$ cat src/rtl/biss_c_pkg.sv
// Shared types and constants for the BiSS-C slave.
package biss_c_pkg;

    localparam int unsigned   CRC_W            = 6;
    localparam logic [6:0]    CRC_POLY         = 7'h43;  // x^6 + x + 1
    localparam int unsigned   DEF_TIMEOUT_CLKS = 2000;
    localparam int unsigned   BIT_CNT_W        = 6;

    typedef enum logic [3:0] {
        ST_IDLE,
        ST_ACK,
        ST_START,
        ST_CDS,
        ST_DATA,
        ST_ERR,
        ST_WARN,
        ST_CRC,
        ST_TIMEOUT
    } biss_state_e;

    // Saturating increment for the bit counter.
    function automatic logic [BIT_CNT_W-1:0] sat_inc_bits(input logic [BIT_CNT_W-1:0] v);
        return (v == {BIT_CNT_W{1'b1}}) ? v : v + BIT_CNT_W'(1);
    endfunction

endpackage

$ cat src/rtl/biss_c_slave_crc.sv
// Serial CRC-6 engine, one bit per strobe, synchronous clear, seed 0.
module CRC_Unit
    import biss_c_pkg::*;
(
    input  logic             CLK,
    input  logic             CLEAR,
    input  logic             BITVAL,
    input  logic             BITSTRB,
    output logic [CRC_W-1:0] CRC
);

    logic [CRC_W-1:0] crc_q;
    logic [CRC_W-1:0] crc_d;
    logic             fb_c;

    // Next CRC value: shift left, fold the polynomial in on feedback.
    always_comb begin
        crc_d = crc_q;
        fb_c  = crc_q[CRC_W-1] ^ BITVAL;
        if (BITSTRB) begin
            crc_d = {crc_q[CRC_W-2:0], 1'b0} ^ (fb_c ? CRC_POLY[CRC_W-1:0] : '0);
        end
    end

    // CRC register.
    always_ff @(posedge CLK) begin
        if (CLEAR) crc_q <= '0;
        else       crc_q <= crc_d;
    end

    assign CRC = crc_q;

endmodule

$ cat src/rtl/biss_c_slave.sv
// BiSS-C slave: frames a latched position word onto SLO under MA clocking.
module biss_c_slave
    import biss_c_pkg::*;
#(
    parameter int unsigned DATA_BITS    = 32,
    parameter int unsigned ACK_CYCLES   = 1,
    parameter int unsigned TIMEOUT_CLKS = DEF_TIMEOUT_CLKS
) (
    input  logic                 CLK,
    input  logic                 CLEAR,
    input  logic                 MA,
    output logic                 SLO,
    input  logic [DATA_BITS-1:0] POS_DATA,
    input  logic                 ERR_N,
    input  logic                 WARN_N,
    output logic                 LATCH,
    output logic                 BUSY,
    output logic                 FRAME_DONE
);

    localparam int unsigned TO_W = $clog2(TIMEOUT_CLKS + 1);

    biss_state_e            state_q, state_d;
    logic                   ma_s1_q, ma_s2_q, ma_s3_q;
    logic [BIT_CNT_W-1:0]   bit_cnt_q, bit_cnt_d;
    logic [TO_W-1:0]        to_cnt_q, to_cnt_d;
    logic [DATA_BITS-1:0]   data_q, data_d;
    logic                   err_q, err_d, warn_q, warn_d;
    logic                   slo_q, slo_d;
    logic                   latch_q, latch_d;
    logic                   done_q, done_d;
    logic                   busy_q, busy_d;
    logic                   ma_rise_c, ma_fall_c, to_hit_c;
    logic                   crc_val_c, crc_strb_c, crc_clr_c;
    logic [CRC_W-1:0]       crc;
    logic [CRC_W-1:0]       crc_rot_c;

    assign ma_rise_c = ma_s2_q & ~ma_s3_q;
    assign ma_fall_c = ~ma_s2_q & ma_s3_q;
    assign to_hit_c  = ma_s2_q && (to_cnt_q == TO_W'(TIMEOUT_CLKS - 1));
    assign crc_rot_c = crc << bit_cnt_q[2:0];

    CRC_Unit u_crc (
        .CLK     (CLK),
        .CLEAR   (CLEAR | crc_clr_c),
        .BITVAL  (crc_val_c),
        .BITSTRB (crc_strb_c),
        .CRC     (crc)
    );

    // Next-state, SLO bit selection, CRC strobes and MA-high timeout counting.
    always_comb begin
        state_d    = state_q;
        bit_cnt_d  = bit_cnt_q;
        data_d     = data_q;
        err_d      = err_q;
        warn_d     = warn_q;
        slo_d      = slo_q;
        latch_d    = 1'b0;
        done_d     = 1'b0;
        crc_val_c  = 1'b0;
        crc_strb_c = 1'b0;
        crc_clr_c  = 1'b0;

        // Counts CLKs of synced MA high while a frame or timeout is in progress.
        if (state_q == ST_IDLE || !ma_s2_q)      to_cnt_d = '0;
        else if (to_cnt_q != TO_W'(TIMEOUT_CLKS)) to_cnt_d = to_cnt_q + TO_W'(1);
        else                                      to_cnt_d = to_cnt_q;

        case (state_q)
            ST_IDLE: begin
                slo_d = 1'b1;
                if (ma_fall_c) begin
                    data_d    = POS_DATA;
                    err_d     = ERR_N;
                    warn_d    = WARN_N;
                    latch_d   = 1'b1;
                    crc_clr_c = 1'b1;
                    bit_cnt_d = '0;
                    state_d   = ST_ACK;
                end
            end
            ST_ACK: begin
                if (ma_rise_c) begin
                    slo_d     = 1'b0;
                    bit_cnt_d = sat_inc_bits(bit_cnt_q);
                    if (bit_cnt_q == BIT_CNT_W'(ACK_CYCLES - 1)) begin
                        bit_cnt_d = '0;
                        state_d   = ST_START;
                    end
                end
            end
            ST_START: begin
                if (ma_rise_c) begin
                    slo_d   = 1'b1;
                    state_d = ST_CDS;
                end
            end
            ST_CDS: begin
                if (ma_rise_c) begin
                    slo_d     = 1'b0;
                    bit_cnt_d = '0;
                    state_d   = ST_DATA;
                end
            end
            ST_DATA: begin
                if (ma_rise_c) begin
                    slo_d      = data_q[DATA_BITS-1];
                    data_d     = {data_q[DATA_BITS-2:0], 1'b0};
                    crc_val_c  = data_q[DATA_BITS-1];
                    crc_strb_c = 1'b1;
                    bit_cnt_d  = sat_inc_bits(bit_cnt_q);
                    if (bit_cnt_q == BIT_CNT_W'(DATA_BITS - 1)) begin
                        bit_cnt_d = '0;
                        state_d   = ST_ERR;
                    end
                end
            end
            ST_ERR: begin
                if (ma_rise_c) begin
                    slo_d      = err_q;
                    crc_val_c  = err_q;
                    crc_strb_c = 1'b1;
                    state_d    = ST_WARN;
                end
            end
            ST_WARN: begin
                if (ma_rise_c) begin
                    slo_d      = warn_q;
                    crc_val_c  = warn_q;
                    crc_strb_c = 1'b1;
                    bit_cnt_d  = '0;
                    state_d    = ST_CRC;
                end
            end
            ST_CRC: begin
                if (ma_rise_c) begin
                    slo_d     = ~crc_rot_c[CRC_W-1];
                    bit_cnt_d = sat_inc_bits(bit_cnt_q);
                    if (bit_cnt_q == BIT_CNT_W'(CRC_W - 1)) begin
                        done_d    = 1'b1;
                        bit_cnt_d = '0;
                        state_d   = ST_TIMEOUT;
                    end
                end
            end
            ST_TIMEOUT: begin
                // Bit period after the last CRC bit is driven low; falling edges are ignored.
                if (ma_rise_c) slo_d = 1'b0;
            end
            default: state_d = ST_IDLE;
        endcase

        // MA held high long enough ends the frame (normal end or abort).
        if (state_q != ST_IDLE && to_hit_c) begin
            slo_d   = 1'b1;
            done_d  = 1'b0;
            state_d = ST_IDLE;
        end

        busy_d = (state_d != ST_IDLE);
    end

    // State, synchronizer and output registers.
    always_ff @(posedge CLK) begin
        if (CLEAR) begin
            state_q   <= ST_IDLE;
            ma_s1_q   <= 1'b1;
            ma_s2_q   <= 1'b1;
            ma_s3_q   <= 1'b1;
            bit_cnt_q <= '0;
            to_cnt_q  <= '0;
            data_q    <= '0;
            err_q     <= 1'b1;
            warn_q    <= 1'b1;
            slo_q     <= 1'b1;
            latch_q   <= 1'b0;
            done_q    <= 1'b0;
            busy_q    <= 1'b0;
        end else begin
            state_q   <= state_d;
            ma_s1_q   <= MA;
            ma_s2_q   <= ma_s1_q;
            ma_s3_q   <= ma_s2_q;
            bit_cnt_q <= bit_cnt_d;
            to_cnt_q  <= to_cnt_d;
            data_q    <= data_d;
            err_q     <= err_d;
            warn_q    <= warn_d;
            slo_q     <= slo_d;
            latch_q   <= latch_d;
            done_q    <= done_d;
            busy_q    <= busy_d;
        end
    end

    assign SLO        = slo_q;
    assign LATCH      = latch_q;
    assign BUSY       = busy_q;
    assign FRAME_DONE = done_q;

endmodule

$ cat config.mk
export PLATFORM = sky130hd
export DESIGN_NAME = biss_c_slave
export DESIGN_NICKNAME = d
export VERILOG_FILES = /design/src/rtl/biss_c_pkg.sv /design/src/rtl/biss_c_slave_crc.sv /design/src/rtl/biss_c_slave.sv
export SDC_FILE = /design/constraint.sdc
export NUM_CORES = 1
export LEC_CHECK = 0
export CAP_MARGIN = 15
export CORE_MARGIN = 1.5
export CORE_UTILIZATION = 50
export DETAILED_ROUTE_END_ITERATION = 8
export PLACE_DENSITY_LB_ADDON = 0.2
export SLEW_MARGIN = 30
export SYNTH_ARGS = -nofsm -noshare
export SYNTH_HDL_FRONTEND = slang
export SYNTH_SLANG_ARGS = --single-unit
$ cat constraint.sdc
create_clock -name CLK -period 1.9 [get_ports CLK]
set_input_delay 0.19 -clock CLK [delete_from_list [all_inputs] [get_ports CLK]]
set_output_delay 0.19 -clock CLK [all_outputs]
set_load 0.01 [all_outputs]
==> reports/results.txt, run 1 <==
Status -> finished clean
Netlist cell types -> 56
I/O pins -> 41
Post-synth top area cell -> dfxtp_1
Fin cells -> 508
Total power -> 2.937 mW
Vias post-DR -> 2840
Crit. End Element -> flip-flop
Synth top cells by count -> 68 x dfxtp_1, 55 x nor2_1, 33 x mux2i_1, 29 x a211oi_2, 22 x nand2_1
Remaining DRCs -> 0
Register bit total from synthesis -> 68
Hold buffers post-CTS -> 0
Max Slew Vio Count -> 0
Crit-path max FO -> 7
Die area -> 7448 um^2
Placed Cells incl. Taps -> 491
CP Data Required Time -> 2.10 ns
Dominant synthesized flop cell -> dfxtp_1
Syn-to-layout area delta -> 21.85%
Syn Inst Count -> 375
Chip Width -> 86.30 um
Worst skew pair latency -> 0.34 ns
Largest net degree at the start of global routing -> 48
Core area -> 6756 um^2
Layout cells sized above 1 -> 0.1869
DRT antenna net count -> 0
Vias/cell -> 5.591
Hold Path Class -> primary input to flip-flop
Area occupied by multi-input gates -> 1954 um^2
Power Density -> 694.6 nW/um^2
Drt wl/cell -> 14.00 um
GRT overflow -> 0
Largest cells by area after synthesis -> dfxtp_1 39%, a211oi_2 10%, mux2i_1 9.5%, nor2_1 6.0%, nand2_1 2.4%
EDFF count, synth -> 0
Startpoint Class -> flip-flop
Fillers -> 566
Leak -> 1.424 nW
Slew @ Worst Pin -> 0.5542 ns
H-tree Lvls -> 3
CTS Buffer Depth -> 2
Total Routing Usage GR -> 0.2020
Post-DP HPWL -> 4949 um
Vias in the first global route -> 2629
CTS clk-pin slew, worst paths -> 0.07 ns
Peak Freq -> 543.9 MHz
Final GP Congestion -> 0.9062
First-pass GRT wire length -> 12030 um
Yosys Warn Count -> 0
CTS Buf Count -> 9
Initial antenna violation count -> 0
Worst relative slew slack -> 0.6305
Final net count -> 465
CTS sink cnt -> 68
Detailed Routing Iterations Pass 1 -> 4
Final setup fails -> 0
WL final -> 7111 um
Asr flop ratio synth -> 0
Crit path DAT -> 2.04 ns
Row count -> 30
Cell with the most instances after synthesis -> dfxtp_1
Die H -> 86.30 um
Max Cap Viol -> 0
Minimum clock period -> 1.838 ns
Mapped Avg Cell Area -> 9.252 um^2
First DRT Iteration DRCs -> 83
ANT cells -> 0
Post-synthesis cell area -> 3470 um^2
Final Hold Violating Endpoints -> 0
Sequential fraction of the synthesis area -> 0.3924
Maximum VDD drop -> 0.0003277 V
Buffers added on ports -> 40
Starting density of the core -> 0.5135
Synth top area share -> 0.3924
CTS tree -> built
Root buf cell -> clkbuf_8
Crit Path Category -> flip-flop to flip-flop
Storage element area -> 1361 um^2
RSZ-0062 raised after global routing -> no
Period Utilization, post-route -> 0.9676
Post-Syn Nets -> 417
Clock skew -> 0.01165 ns
[cell families (layout without fill, tap and decap cells)]
group,after synthesis,count (layout),synth area share
and+or+nand+nor,145,145,0.2084
AOI/OAI and AO/OA,79,79,0.2048
DFF,68,68,0.3924
muxes,34,34,0.1017
buffers and inverters,34,87,0.04940
xor gates and xnor gates,10,10,0.02524
adders and majority gates,5,5,0.01803
[timing repair]
| action | CTS | global route |
|---|---|---|
| resized for setup | 1 | 3 |
| setup buffers | 0 | 0 |
| gates cloned | 0 | 1 |
| endpoints found under the setup margin | 5 | 5 |
[worst max-delay path: stages (launching register included)]
cell     delay [ns]
dfxtp_1        0.39
buf_4          0.19
and3b_1        0.17
o32a_1         0.42
or2_2          0.34
a21oi_1        0.13
nor3_1         0.06
[final timing paths]
path	startpoint	endpoint	slack, ns	depth (start not counted)
worst max-delay path	state_q[2]	bit_cnt_q[5]	0.06	6
worst min register to register	ma_s1_q	ma_s2_q	0.42	1
worst min-delay path	CLEAR	bit_cnt_q[0]	0.18	2
worst max register to register	state_q[2]	bit_cnt_q[5]	0.06	6
[registers in the layout, summed over array words and instances (netlist names), 4 cells and up]
signal	cells
bit_cnt_q	6
data_q	32
state_q	4
to_cnt_q	11
u_crc.CRC	6
[cell type report]
type | instances | share of cell area
Sequential cell | 68 | 0.3220
Clock inverter | 5 | 0.01243
Clock buffer | 11 | 0.03107
Tap cell | 80 | 0.02368
Multi-Input combinational cell | 273 | 0.4623
Inverter | 9 | 0.007991
Timing Repair Buffer | 62 | 0.1406
[layout by cell type (no fill, tap or decap), drive strengths merged, types with 2 or more instances in the layout]
master         instances
xor2                   5
mux2i                 33
nor2                  57
nand3b                 4
buf                   22
nor2b                  7
o21ai                  4
nand2                 22
or3                    2
nand3                 13
inv                    9
a2111oi                2
xnor2                  5
or2                    7
a31oi                  5
a21oi                 14
nor3                   8
clkinv                 3
dfxtp                 68
clkbuf                12
nand4                  6
a211oi                36
ha                     5
nand2b                 6
clkdlybuf4s50         39
and3                   7
[layer usage]
metal / up-vias / wire length, um / global-route usage
li1: 1454 / - / -
met1: 1324 / 3448 / 0.2727
met2: 55 / 3337 / 0.3142
met3: 7 / 247 / 0.03333
met4: 0 / 77 / 0.09971
met5: - / 0 / 0
[through the flow]
| stage | worst slack, ns | TNS [ns] | area [um^2] | utilization | hold WS [ns] |
|---|---|---|---|---|---|
| floorplan | 0.09327 | 0 | 3470 | - | 0.2938 |
| global placement | 0.06456 | 0 | 4005 | 0.5928 | 0.3982 |
| detailed placement | -0.01605 | -0.02922 | 4005 | 0.5928 | 0.4028 |
| CTS | 0.05422 | 0 | 4193 | 0.6206 | 0.1643 |
| global route | 0.02119 | 0 | 4228 | 0.6257 | 0.1801 |
| finish | 0.06152 | 0 | 4228 | 0.6257 | 0.1798 |
[power by group]
| group | leakage [nW] | total (mW) | switching, mW | internal [mW] |
|---|---|---|---|---|
| Combinational | 0.778 | 0.307 | 0.146 | 0.161 |
| Clock | 0.0931 | 1.13 | 0.532 | 0.600 |
| Sequential | 0.553 | 1.50 | 0.0257 | 1.47 |
No activity file was read; power rests on OpenSTA's default activity.
==> inputs of run 2 (changes only) <==
--- a/config.mk
+++ b/config.mk
@@ -7,7 +7,7 @@
 export LEC_CHECK = 0
 export CAP_MARGIN = 15
 export CORE_MARGIN = 1.5
-export CORE_UTILIZATION = 50
+export CORE_UTILIZATION = 56
 export DETAILED_ROUTE_END_ITERATION = 8
 export PLACE_DENSITY_LB_ADDON = 0.2
 export SLEW_MARGIN = 30
==> constraint.sdc (replaced) <==
create_clock -name CLK -period 1.7 [get_ports CLK]
set_input_delay 0.17 -clock CLK [delete_from_list [all_inputs] [get_ports CLK]]
set_output_delay 0.17 -clock CLK [all_outputs]
set_load 0.01 [all_outputs]
==> run 2 against run 1 <==
Against the previous run: the run now ends with negative setup slack left; clock-buffer cell count is the same; largest cell class unchanged; first-iteration DRC count rose by 110%; highest routed layer unchanged; flip-flop and latch count is the same; register-to-register slack worse by 0.12 ns; cell count up 8.5%; clock skew fell by 0.0025 ns; final area grew 19%; global-route usage is 9.0 points higher; routed wire length grew 44%.
==> reports/results.txt, run 2 (synthesis results as in run 1) <==
Max Cap Viol -> 0
Critical path endpoint -> data_q[23]
Vias in the first global route -> 3130
Buffers added on ports -> 40
Peak Freq -> 569.1 MHz
Vias post-DR -> 3331
Area occupied by multi-input gates -> 2287 um^2
Final net count -> 513
Hold buffers post-CTS -> 0
First DRT Iteration DRCs -> 178
Final instance area -> 5019 um^2
Max reg flops -> 32
Chip Width -> 81.71 um
Largest register by flop count -> data_q
Util after Layout -> 0.8426
Drt wl/cell -> 18.58 um
Remaining DRCs -> 0
Layout cells sized above 1 -> 0.4223
H-tree Lvls -> 3
DRT antenna net count -> 0
Setup_tns -> -0.8914 ns
Post-route worst setup slack -> -0.05708 ns
R2R Setup Slk -> -0.06 ns
Root buf cell -> clkbuf_8
Worst reg-to-reg path cell count -> 6
Clock skew -> 0.009111 ns
Pre-CTS setup slack -> -0.2064 ns
Power Density -> 682.2 nW/um^2
Hold depth -> 2
WHS -> 0.2136 ns
Period Utilization, post-route -> 1.034
Most common cell after layout, fill and taps aside -> dfxtp_1
RSZ-0062 raised after global routing -> yes
Total power -> 3.424 mW
CP startpoint -> state_q[1]
Largest net degree at the start of global routing -> 22
Core area -> 5956 um^2
Worst relative slew slack -> 0.7042
Final setup fails -> 36
Fin cells -> 551
Minimum clock period -> 1.757 ns
Placed Cells incl. Taps -> 516
Initial antenna violation count -> 0
Crit path DAT -> 2.03 ns
I/O pins -> 41
ANT cells -> 0
Total Routing Usage GR -> 0.2918
CTS clk-pin slew, worst paths -> 0.07 ns
Worst skew pair latency -> 0.35 ns
Final Hold Violating Endpoints -> 0
CTS Buf Count -> 9
Most frequent cells in the layout -> 61 x dfxtp_1, 50 x buf_4, 39 x clkdlybuf4s50_1
Startpoint Class -> flip-flop
CTS Buffer Depth -> 2
Storage element area -> 1378 um^2
Status -> finished, violations left
Placed Area -> 4322 um^2
Row count -> 28
Fillers -> 347
WL final -> 10240 um
CP Data Required Time -> 1.97 ns
Crit Reg-Reg Startpoint -> state_q[1]
Detailed Routing Iterations Pass 1 -> 4
Failing checks -> negative setup slack
CTS tree -> built
Post-DP HPWL -> 5644 um
Starting density of the core -> 0.5826
Max Slew Vio Count -> 0
Leak -> 1.751 nW
Hold Path Class -> primary input to flip-flop
CTS sink cnt -> 68
Top flop regs -> data_q x32, to_cnt_q x11
Maximum VDD drop -> 0.0005515 V
Die area -> 6677 um^2
Syn-to-layout area delta -> 44.64%
Crit-path max FO -> 15
Slew @ Worst Pin -> 0.4437 ns
Die H -> 81.71 um
Vias/cell -> 6.045
Final GP Congestion -> 0.8747
Crit Path Category -> flip-flop to flip-flop
FF-to-FF End -> data_q[23]
First-pass GRT wire length -> 14750 um
GRT overflow -> 0
Crit. End Element -> flip-flop
==> run 2: changes by cell type in the layout (fill, tap and decap cells not counted), moves of 5 or more <==
cell / delta
nor2_1: -31
a211oi_1: -5
buf_4: +31
nor2_2: +30
dfxtp_1: -7
buf_6: +14
==> run 2: final cells by class <==
type	instances	area share
clock buffers	11	0.02618
clock inverters	5	0.01047
inverters	9	0.006731
multi-input cells	273	0.4557
flip-flops and latches	68	0.2745
well taps	75	0.01870
repair buffers	110	0.2077
==> run 2: report_power, final <==
part,switching [mW],internal [mW],leakage (nW)
registers,0.0386,1.64,0.557
clock network,0.633,0.671,0.0931
logic,0.208,0.233,1.10
==> run 2: critical path, stage by stage, from the launching register on <==
cell	delay (ns)
dfxtp_2	0.33
or4_4	0.59
nor2_8	0.17
a21o_4	0.16
buf_12	0.17
nor2_2	0.05
a211oi_2	0.20
==> run 2: worst min path at each step <==
stage	start	slack [ns]	endpoint
after floorplan	MA	0.27	ma_s1_q
after global placement	ma_s1_q	0.40	ma_s2_q
after detailed placement	ma_s1_q	0.40	ma_s2_q
after CTS	CLEAR	0.19	bit_cnt_q[0]
after global routing	CLEAR	0.21	bit_cnt_q[0]
final	CLEAR	0.21	bit_cnt_q[0]
==> run 2: what timing repair did <==
action                                  CTS  global route
endpoints found under the hold margin     0             0
endpoints found under the setup margin   45            46
gates resized for setup                  31            54
pin swaps                                 9            24
setup buffers                            11             8
gates cloned                              2             0
==> run 2: layer usage <==
metal,share of wire,track usage
met5,0,0
met4,0.028,0.1136
met3,0.044,0.06889
met2,0.50,0.5124
met1,0.42,0.3427
